## src/rtl/ps2_host_tx_if.sv

```systemverilog
// ----------------------------------------------------------------------------
// ps2_host_tx_if
// Host-side command handshake for the PS/2 host-to-device transmitter.
//   send    : start request (master -> slave), sampled only while idle
//   command : byte to transmit (master -> slave), captured with send
//   busy    : frame in progress (slave -> master)
//   done    : one-cycle pulse, device acknowledged the byte (slave -> master)
//   error   : one-cycle pulse, device NACK or watchdog expiry (slave -> master)
// ----------------------------------------------------------------------------
`timescale 1ns/1ps
interface ps2_host_tx_if;
   logic       send;
   logic [7:0] command;
   logic       busy;
   logic       done;
   logic       error;

   modport master (output send, output command,
                   input  busy, input  done, input  error);

   modport slave  (input  send, input  command,
                   output busy, output done, output error);
endinterface

```

## src/rtl/ps2_host_tx.sv

```systemverilog
// ----------------------------------------------------------------------------
// ps2_host_tx
// Sends one command byte from the FPGA to a PS/2 device (keyboard) over the
// shared PS2_CLK / PS2_DAT pins. Both pins are driven open-drain: an output
// enable of 1 pulls the line low, 0 releases it to the pull-up.
//
// Frame: inhibit clock >= 100 us, request-to-send (data low), release clock,
// then on every device clock falling edge present data LSB first, odd
// parity, stop (released), then sample the device ACK bit and wait for both
// lines to return high.
//
// Ports
//   Clock       system clock, rising edge
//   reset       asynchronous, active-low; clears all state
//   host        ps2_host_tx_if.slave : send / command / busy / done / error
//   ps2_clk_in  raw PS2_CLK pin (asynchronous)
//   ps2_dat_in  raw PS2_DAT pin (asynchronous)
//   ps2_clk_oe  1 = pull PS2_CLK low
//   ps2_dat_oe  1 = pull PS2_DAT low
//
// Optional build macro
//   PS2_TX_TIMEOUT_EN : adds a watchdog that aborts the frame with an error
//                       pulse TIMEOUT_CYCLES after the clock is released to
//                       the device. Without it the block waits indefinitely.
// ----------------------------------------------------------------------------
`timescale 1ns/1ps
module ps2_host_tx #(
   parameter int CLOCK_FREQUENCY = 25000000,
   parameter int INHIBIT_CYCLES  = CLOCK_FREQUENCY / 10000,
   parameter int TIMEOUT_CYCLES  = CLOCK_FREQUENCY / 50
) (
   input  logic         Clock,
   input  logic         reset,
   ps2_host_tx_if.slave host,
   input  logic         ps2_clk_in,
   input  logic         ps2_dat_in,
   output logic         ps2_clk_oe,
   output logic         ps2_dat_oe
);

   localparam int CNT_W = $clog2(INHIBIT_CYCLES + 1);

   typedef enum logic [2:0] {
      S_IDLE,
      S_INHIBIT,
      S_RTS,
      S_XFER,
      S_ACK,
      S_WAIT_IDLE
   } state_t;

   state_t           state;
   logic [CNT_W-1:0] inhibit_cnt;
   logic [3:0]       bit_cnt;
   logic [7:0]       shreg;
   logic             parity;
   logic             nack;
   logic             busy_r;
   logic             done_r;
   logic             error_r;

   // Pin synchronizers: _p0/_p1 resynchronize, clk_p2 holds the previous
   // synced clock for falling-edge detection.
   logic clk_p0, clk_p1, clk_p2;
   logic dat_p0, dat_p1;
   logic fall;

`ifdef PS2_TX_TIMEOUT_EN
   localparam int WD_W = $clog2(TIMEOUT_CYCLES + 1);
   logic [WD_W-1:0] wd_cnt;
`endif

   assign host.busy  = busy_r;
   assign host.done  = done_r;
   assign host.error = error_r;

   // ---- stage p0/p1/p2: synchronize pins, delay synced clock ----
   always_ff @(posedge Clock or negedge reset) begin
      if (!reset) begin
         clk_p0 <= 1'b0;
         clk_p1 <= 1'b0;
         clk_p2 <= 1'b0;
         dat_p0 <= 1'b0;
         dat_p1 <= 1'b0;
      end else begin
         clk_p0 <= ps2_clk_in;
         clk_p1 <= clk_p0;
         clk_p2 <= clk_p1;
         dat_p0 <= ps2_dat_in;
         dat_p1 <= dat_p0;
      end
   end

   // Flops clear to 0, so no false edge is seen coming out of reset.
   assign fall = clk_p2 & ~clk_p1;

   // ---- frame sequencer: registered line drives and status ----
   always_ff @(posedge Clock or negedge reset) begin
      if (!reset) begin
         state       <= S_IDLE;
         inhibit_cnt <= '0;
         bit_cnt     <= '0;
         shreg       <= '0;
         parity      <= 1'b0;
         nack        <= 1'b0;
         busy_r      <= 1'b0;
         done_r      <= 1'b0;
         error_r     <= 1'b0;
         ps2_clk_oe  <= 1'b0;
         ps2_dat_oe  <= 1'b0;
`ifdef PS2_TX_TIMEOUT_EN
         wd_cnt      <= '0;
`endif
      end else begin
         done_r  <= 1'b0;
         error_r <= 1'b0;
`ifdef PS2_TX_TIMEOUT_EN
         if (state inside {S_XFER, S_ACK, S_WAIT_IDLE})
            wd_cnt <= wd_cnt + 1'b1;
`endif
         case (state)
            S_IDLE: begin
               ps2_clk_oe <= 1'b0;
               ps2_dat_oe <= 1'b0;
               if (host.send) begin
                  state       <= S_INHIBIT;
                  busy_r      <= 1'b1;
                  ps2_clk_oe  <= 1'b1;
                  shreg       <= host.command;
                  parity      <= ~^host.command;
                  inhibit_cnt <= '0;
               end
            end
            S_INHIBIT: begin
               if (inhibit_cnt == CNT_W'(INHIBIT_CYCLES - 1)) begin
                  state       <= S_RTS;
                  ps2_dat_oe  <= 1'b1;   // start bit
                  inhibit_cnt <= '0;
               end else begin
                  inhibit_cnt <= inhibit_cnt + 1'b1;
               end
            end
            S_RTS: begin
               state      <= S_XFER;
               ps2_clk_oe <= 1'b0;      // hand the clock to the device
               bit_cnt    <= '0;
`ifdef PS2_TX_TIMEOUT_EN
               wd_cnt     <= '0;
`endif
            end
            S_XFER: begin
               if (fall) begin
                  bit_cnt <= bit_cnt + 1'b1;
                  if (bit_cnt < 4'd8) begin
                     ps2_dat_oe <= ~shreg[0];
                     shreg      <= {1'b0, shreg[7:1]};
                  end else if (bit_cnt == 4'd8) begin
                     ps2_dat_oe <= ~parity;
                  end else begin
                     ps2_dat_oe <= 1'b0;   // stop bit: release the line
                     bit_cnt    <= '0;
                     state      <= S_ACK;
                  end
               end
            end
            S_ACK: begin
               if (fall) begin
                  nack  <= dat_p1;         // device pulls data low to ACK
                  state <= S_WAIT_IDLE;
               end
            end
            S_WAIT_IDLE: begin
               if (clk_p1 && dat_p1) begin
                  state   <= S_IDLE;
                  busy_r  <= 1'b0;
                  done_r  <= ~nack;
                  error_r <= nack;
                  nack    <= 1'b0;
               end
            end
            default: state <= S_IDLE;
         endcase
`ifdef PS2_TX_TIMEOUT_EN
         // Watchdog overrides whatever the sequencer decided this cycle,
         // so a late completion can never pulse done together with error.
         if ((state inside {S_XFER, S_ACK, S_WAIT_IDLE}) &&
             (wd_cnt == WD_W'(TIMEOUT_CYCLES - 1))) begin
            state      <= S_IDLE;
            busy_r     <= 1'b0;
            ps2_clk_oe <= 1'b0;
            ps2_dat_oe <= 1'b0;
            done_r     <= 1'b0;
            error_r    <= 1'b1;
            nack       <= 1'b0;
            bit_cnt    <= '0;
            wd_cnt     <= '0;
         end
`endif
      end
   end

endmodule

```

## src/flat_wrapper.sv

```systemverilog
// flat-port wrapper written by rule: the top's interface ports become plain ports
module ps2_host_tx_flat 
#(
   parameter int CLOCK_FREQUENCY = 25000000,
   parameter int INHIBIT_CYCLES  = CLOCK_FREQUENCY / 10000,
   parameter int TIMEOUT_CYCLES  = CLOCK_FREQUENCY / 50
)
  (Clock, reset, ps2_clk_in, ps2_dat_in, ps2_clk_oe, ps2_dat_oe, host_send, host_command, host_busy, host_done, host_error);
  ps2_host_tx_if host_i ();
  input  logic Clock;
  input  logic reset;
  input  logic ps2_clk_in;
  input  logic ps2_dat_in;
  output logic ps2_clk_oe;
  output logic ps2_dat_oe;
  input wire logic [$bits(host_i.send)-1:0] host_send;
  input wire logic [$bits(host_i.command)-1:0] host_command;
  output wire logic [$bits(host_i.busy)-1:0] host_busy;
  output wire logic [$bits(host_i.done)-1:0] host_done;
  output wire logic [$bits(host_i.error)-1:0] host_error;
  assign host_i.send = host_send;
  assign host_i.command = host_command;
  assign host_busy = host_i.busy;
  assign host_done = host_i.done;
  assign host_error = host_i.error;
  ps2_host_tx #(.CLOCK_FREQUENCY(CLOCK_FREQUENCY), .INHIBIT_CYCLES(INHIBIT_CYCLES), .TIMEOUT_CYCLES(TIMEOUT_CYCLES)) u_core (.Clock(Clock), .reset(reset), .host(host_i), .ps2_clk_in(ps2_clk_in), .ps2_dat_in(ps2_dat_in), .ps2_clk_oe(ps2_clk_oe), .ps2_dat_oe(ps2_dat_oe));
endmodule
```

## config.mk

```make
export PLATFORM = sky130hd
export DESIGN_NAME = ps2_host_tx_flat
export DESIGN_NICKNAME = d
export VERILOG_FILES = /design/src/rtl/ps2_host_tx_if.sv /design/src/rtl/ps2_host_tx.sv /design/src/flat_wrapper.sv
export SDC_FILE = /design/constraint.sdc
export NUM_CORES = 1
export LEC_CHECK = 0
export ABC_CLOCK_PERIOD_IN_PS = 3300
export BUFFER_PORTS_ARGS = -buffer_cell sky130_fd_sc_hd__buf_2
export CAP_MARGIN = 20
export CORE_MARGIN = 2
export CORE_UTILIZATION = 55
export CTS_CLUSTER_DIAMETER = 30
export DETAILED_ROUTE_END_ITERATION = 10
export GPL_TIMING_DRIVEN = 0
export HOLD_SLACK_MARGIN = 0.12
export PLACE_DENSITY = 0.84
export SYNTH_ARGS = -nofsm -noshare
export SYNTH_HDL_FRONTEND = slang
export SYNTH_SLANG_ARGS = --single-unit
```

## constraint.sdc

```tcl
create_clock -name Clock -period 3.3 [get_ports Clock]
set_input_delay 0.66 -clock Clock [delete_from_list [all_inputs] [get_ports Clock]]
set_output_delay 0.66 -clock Clock [all_outputs]
set_load 0.02 [all_outputs]
```

[After elaboration in Yosys (flattened, before gate mapping)]
Index checks and enable logic that the tools add are counted.
Operators by class
  $add $sub $neg: 2
  $lt $le $gt $ge: 1
  equality and inequality tests: 15
  muxes and demuxes: 35
  bitwise gates (word level): 5
  reduce and logical (&&, ||, !) cells: 18
Operators with widths (count)
  $mux W12: 2
  $mux W8: 3
  $pmux W12 S2: 1
  $mux W3: 7
  $pmux W3 S6: 1
  $pmux W8 S2: 1
  $add A12 B1 Y12 const B: 1
  $eq A12 B12 Y1 const B: 1
  $mux W1: 12
  $mux W4: 3
  $reduce_bool A2 Y1: 6
  $ne A2 B1 Y1 const B: 5
  $reduce_and A3 Y1: 3
  $pmux W4 S2: 1
  $reduce_xnor A8 Y1: 1
  $reduce_and A7 Y1: 1
  $eq A3 B2 Y1 const B: 2
  $eq A3 B3 Y1 const B: 2
  $ne A2 B2 Y1 const B: 3
  $pmux W1 S2: 3
  $reduce_and A2 Y1: 3
  $add A4 B1 Y4 const B: 1
  $eq A4 B4 Y1 const B: 1
  $lt A4 B4 Y1 const B: 1
  other kinds (8): 11
Word-level totals
  register bits after elaboration: 39
  bits of input ports: 13

[Logic depth before layout (Yosys ltp)]
  word-level depth: 5
  mapped depth: 6
  mapped depth without buffers: 6

[Least setup slack after synthesis]
No wires, ideal clock.
  path kind: register -> register
  start point: register u_core.inhibit_cnt[0]
  end point: register u_core.state[0]
  arrival time: 1.611 ns
  data required time: 3.172 ns
  slack: 1.561 ns
  stages on the path, launching flop included: 6
  path through: dfrtp_1 > ha_1 > nor4bb_1 > a31oi_4 > nor3_1 > mux2_1
Between the ends
  cells in the longest elaborated chain, start to end: 3
RTL lines
  start: declaration: line ps2_host_tx.sv:53  | logic [CNT_W-1:0] inhibit_cnt;
  start signal: assignment: line ps2_host_tx.sv:140  | inhibit_cnt <= inhibit_cnt + 1'b1;
  $eq A12 B12 Y1: line ps2_host_tx.sv:135  | if (inhibit_cnt == CNT_W'(INHIBIT_CYCLES - 1)) begin
  $ne A2 B1 Y1 (no source line)
  $reduce_and A7 Y1 (no source line)
  end signal: assignment: line ps2_host_tx.sv:126  | state <= S_INHIBIT;
  end signal: assignment: line ps2_host_tx.sv:136  | state <= S_RTS;
  end signal: assignment: line ps2_host_tx.sv:144  | state <= S_XFER;
  end: declaration: line ps2_host_tx.sv:52  | state_t state;
No other way between the ends.
A chain may end at the register's enable or synchronous reset.

[Final worst setup path]
Same ends and word-level chain as after synthesis.

==> impl_metrics.toml <==
[status]
outcome = "finished clean"

[timing]
clock_skew_ns = 0.00778
finalHoldViolCount = 0
drv_slew = 0
fin_crit_sh = 0.606
setup_violations = 0
max_slew_margin = 0.440
fmax_ghz = 0.500
setup_slack_ns = 1.30
tns_ns = 0
whs_ns = 0.366
rsz0062_at_grt = "no"
worstMarginPinSlew_ns = 0.840
finalCriticalPeriod_ns = 2.00

[place]
port_buffers = 17
postPlaceCellArea_sq_um = 2150
hpwl_mm = 2.70
globalplace.congestion = 0.805
dp.cells = 251
dp_slack_ns = 1.31

[drt]
routed_via_density = 5.93
antenna_left = 0
drt_pass1_iterations = 5
drt_iter0_drc = 121
wl_per_cell_microns = 14.8
vias = 1536
drt_wl_total_mm = 3.82
drc = 0

[power_and_ir_drop]
total_power_mw = 1.82
leakagePower_nw = 0.971
vdd_ir_drop_max_uv = 387
pwr_density_cell_nw_per_um2 = 814

[die]
row_count = 21
die_h_microns = 64.4
initial_core_util = 0.588
ios = 18
die_w_microns = 64.4
coreArea_sq_um = 3420
die_area_sq_um = 4150

[finish]
multi_input_area_sq_um = 965
finalInstanceArea_sq_um = 2240
drive_above_1_share = 0.230
finalNetCount = 228
diodes = 0
fin_util = 0.655
regArea_sq_um = 976
fill_cells = 274
stdcell_count = 259
syn2layout_area_growth_pct = 11.4

[logic_synthesis]
syn_area_per_cell_sq_um = 10.7
synth.distinct_cells = 46
synth_fp_nets = 204
synth_mux_area_frac = 0.0997
netlist_instances = 188
synth-seq-cells = 39
synth_top_family_by_area = "compound AO/OA/AOI/OAI gates"
syn_area_sq_um = 2010
synth_edf_count = 0
synth-adder-area-share = 0.0187
synth-seq-area-share = 0.486
async_flop_share = 1.00
ys.flop_type = "dfrtp_1"
synth_compound_area_frac = 0.184
synth-simple-area-share = 0.147
synth_xor_area_frac = 0.0305
yosysWarnings = 0

[clock_tree]
clk_pin_slew_ns = 0.12
post_cts_buffers = 0
cts_tree = "built"
htree_levels = 2
hold_buffers = 0
cts_resized = 0
cts_buffer_depth = 2
root_buffer = "clkbuf_4"
clkLatencyLatePin_ns = 0.34
clock-sinks = 39
numCtsBuffers = 5

[critical_path]
crit_path_end_kind = "register"
crit_required_ns = 3.54
crit_path_start_kind = "register"
rrSetupSlack_ns = 1.30
crit_fanout = 6
arrival_ns = 2.24
crit_type = "reg2reg"

[global_route]
antenna_found_initial = 0
overflow = 0
gr-usage-all-layers = 0.216
grt_max_degree = 40
grt_pass1_wl_mm = 6.92
grt_pass1_vias = 1500

[hold_path]
hold_class = "reg2reg"

[run]
max_cap_violations = 0
==> area by class of cell <==
type                            count  area share
Buffer                              9      0.0218
Inverter                            5     0.00839
Multi-Input combinational cell    135       0.431
Clock inverter                      2      0.0157
Tap cell                           46      0.0257
Clock buffer                        6      0.0229
Timing Repair Buffer               17      0.0380
Sequential cell                    39       0.436
==> synth_stat cells, types with 2 or more instances <==
master | count | share of area
a211oi_1 | 2 | 0.0075
a21o_1 | 2 | 0.0075
a21oi_1 | 12 | 0.030
a31oi_1 | 8 | 0.025
a41oi_1 | 5 | 0.022
and3_1 | 5 | 0.016
buf_4 | 2 | 0.0075
clkbuf_1 | 6 | 0.011
dfrtp_1 | 39 | 0.49
ha_1 | 3 | 0.019
inv_1 | 5 | 0.0093
mux2_2 | 15 | 0.084
mux2i_1 | 2 | 0.010
nand2_1 | 11 | 0.021
nand2b_1 | 8 | 0.025
nand3_1 | 4 | 0.010
nor2_1 | 7 | 0.013
nor2b_1 | 3 | 0.0093
nor3_1 | 3 | 0.0075
o21a_1 | 2 | 0.0075
o21ai_0 | 12 | 0.030
o21ai_1 | 2 | 0.0050
xnor2_1 | 7 | 0.031
==> path summary, 6_finish.rpt <==
check	depth (start not counted)	end	start
hold / removal	0	u_core.clk_p1	u_core.clk_p0
min in group asynchronous	1	u_core.bit_cnt[2]	reset
setup / recovery	5	u_core.state[0]	u_core.inhibit_cnt[0]
hold reg to reg	0	u_core.clk_p1	u_core.clk_p0
max in group asynchronous	1	u_core.host.error	reset
setup reg to reg	5	u_core.state[0]	u_core.inhibit_cnt[0]
==> cell usage in the layout, fill, tap and decap left out, types with 2 or more instances in the layout <==
cell type	count
nand2b_1	8
nand2_1	11
a21o_1	2
o21ai_0	12
o21a_1	2
ha_1	3
buf_2	17
clkbuf_1	6
and3_1	5
inv_1	5
nor2b_1	3
nor2_1	7
dfrtp_1	39
a41oi_1	5
a31oi_1	8
a211oi_1	2
buf_4	2
mux2i_1	2
mux2_2	15
nor3_1	3
clkbuf_4	5
xnor2_1	7
o21ai_1	2
a21oi_1	12
nand3_1	4
==> metal layers <==
layer | routed length, microns | GRT usage
met2 | 1760 | 0.337
met5 | 0 | 0
met4 | 36 | 0.0691
met3 | 244 | 0.0486
met1 | 1790 | 0.300
==> critical path, cell delays in order, from the launching register on <==
cell and delay (ns):
dfrtp_1 0.39, ha_1 0.22, nor4bb_1 0.47, a31oi_4 0.20, nor3_1 0.29, mux2_1 0.34
==> flip-flops by register name (all words and copies together) (netlist names), 3 cells and up <==
| register | cells |
|---|---|
| u_core.inhibit_cnt | 12 |
| u_core.shreg | 8 |
| u_core.bit_cnt | 4 |
| u_core.state | 3 |
==> cells by family after synthesis <==
| kind of cell | count (synthesis) |
|---|---|
| flops | 39 |
| fa+ha+maj | 3 |
| simple gates | 52 |
| compound gates | 55 |
| mux | 18 |
| xor+xnor | 7 |
| buf+inv | 14 |
==> power by group <==
part           switching, mW  total (mW)  internal, mW
clock network          0.154       0.333         0.179
registers              0.116       0.747         0.630
logic                  0.406       0.741         0.335
No activity file was read; power rests on OpenSTA's default activity.
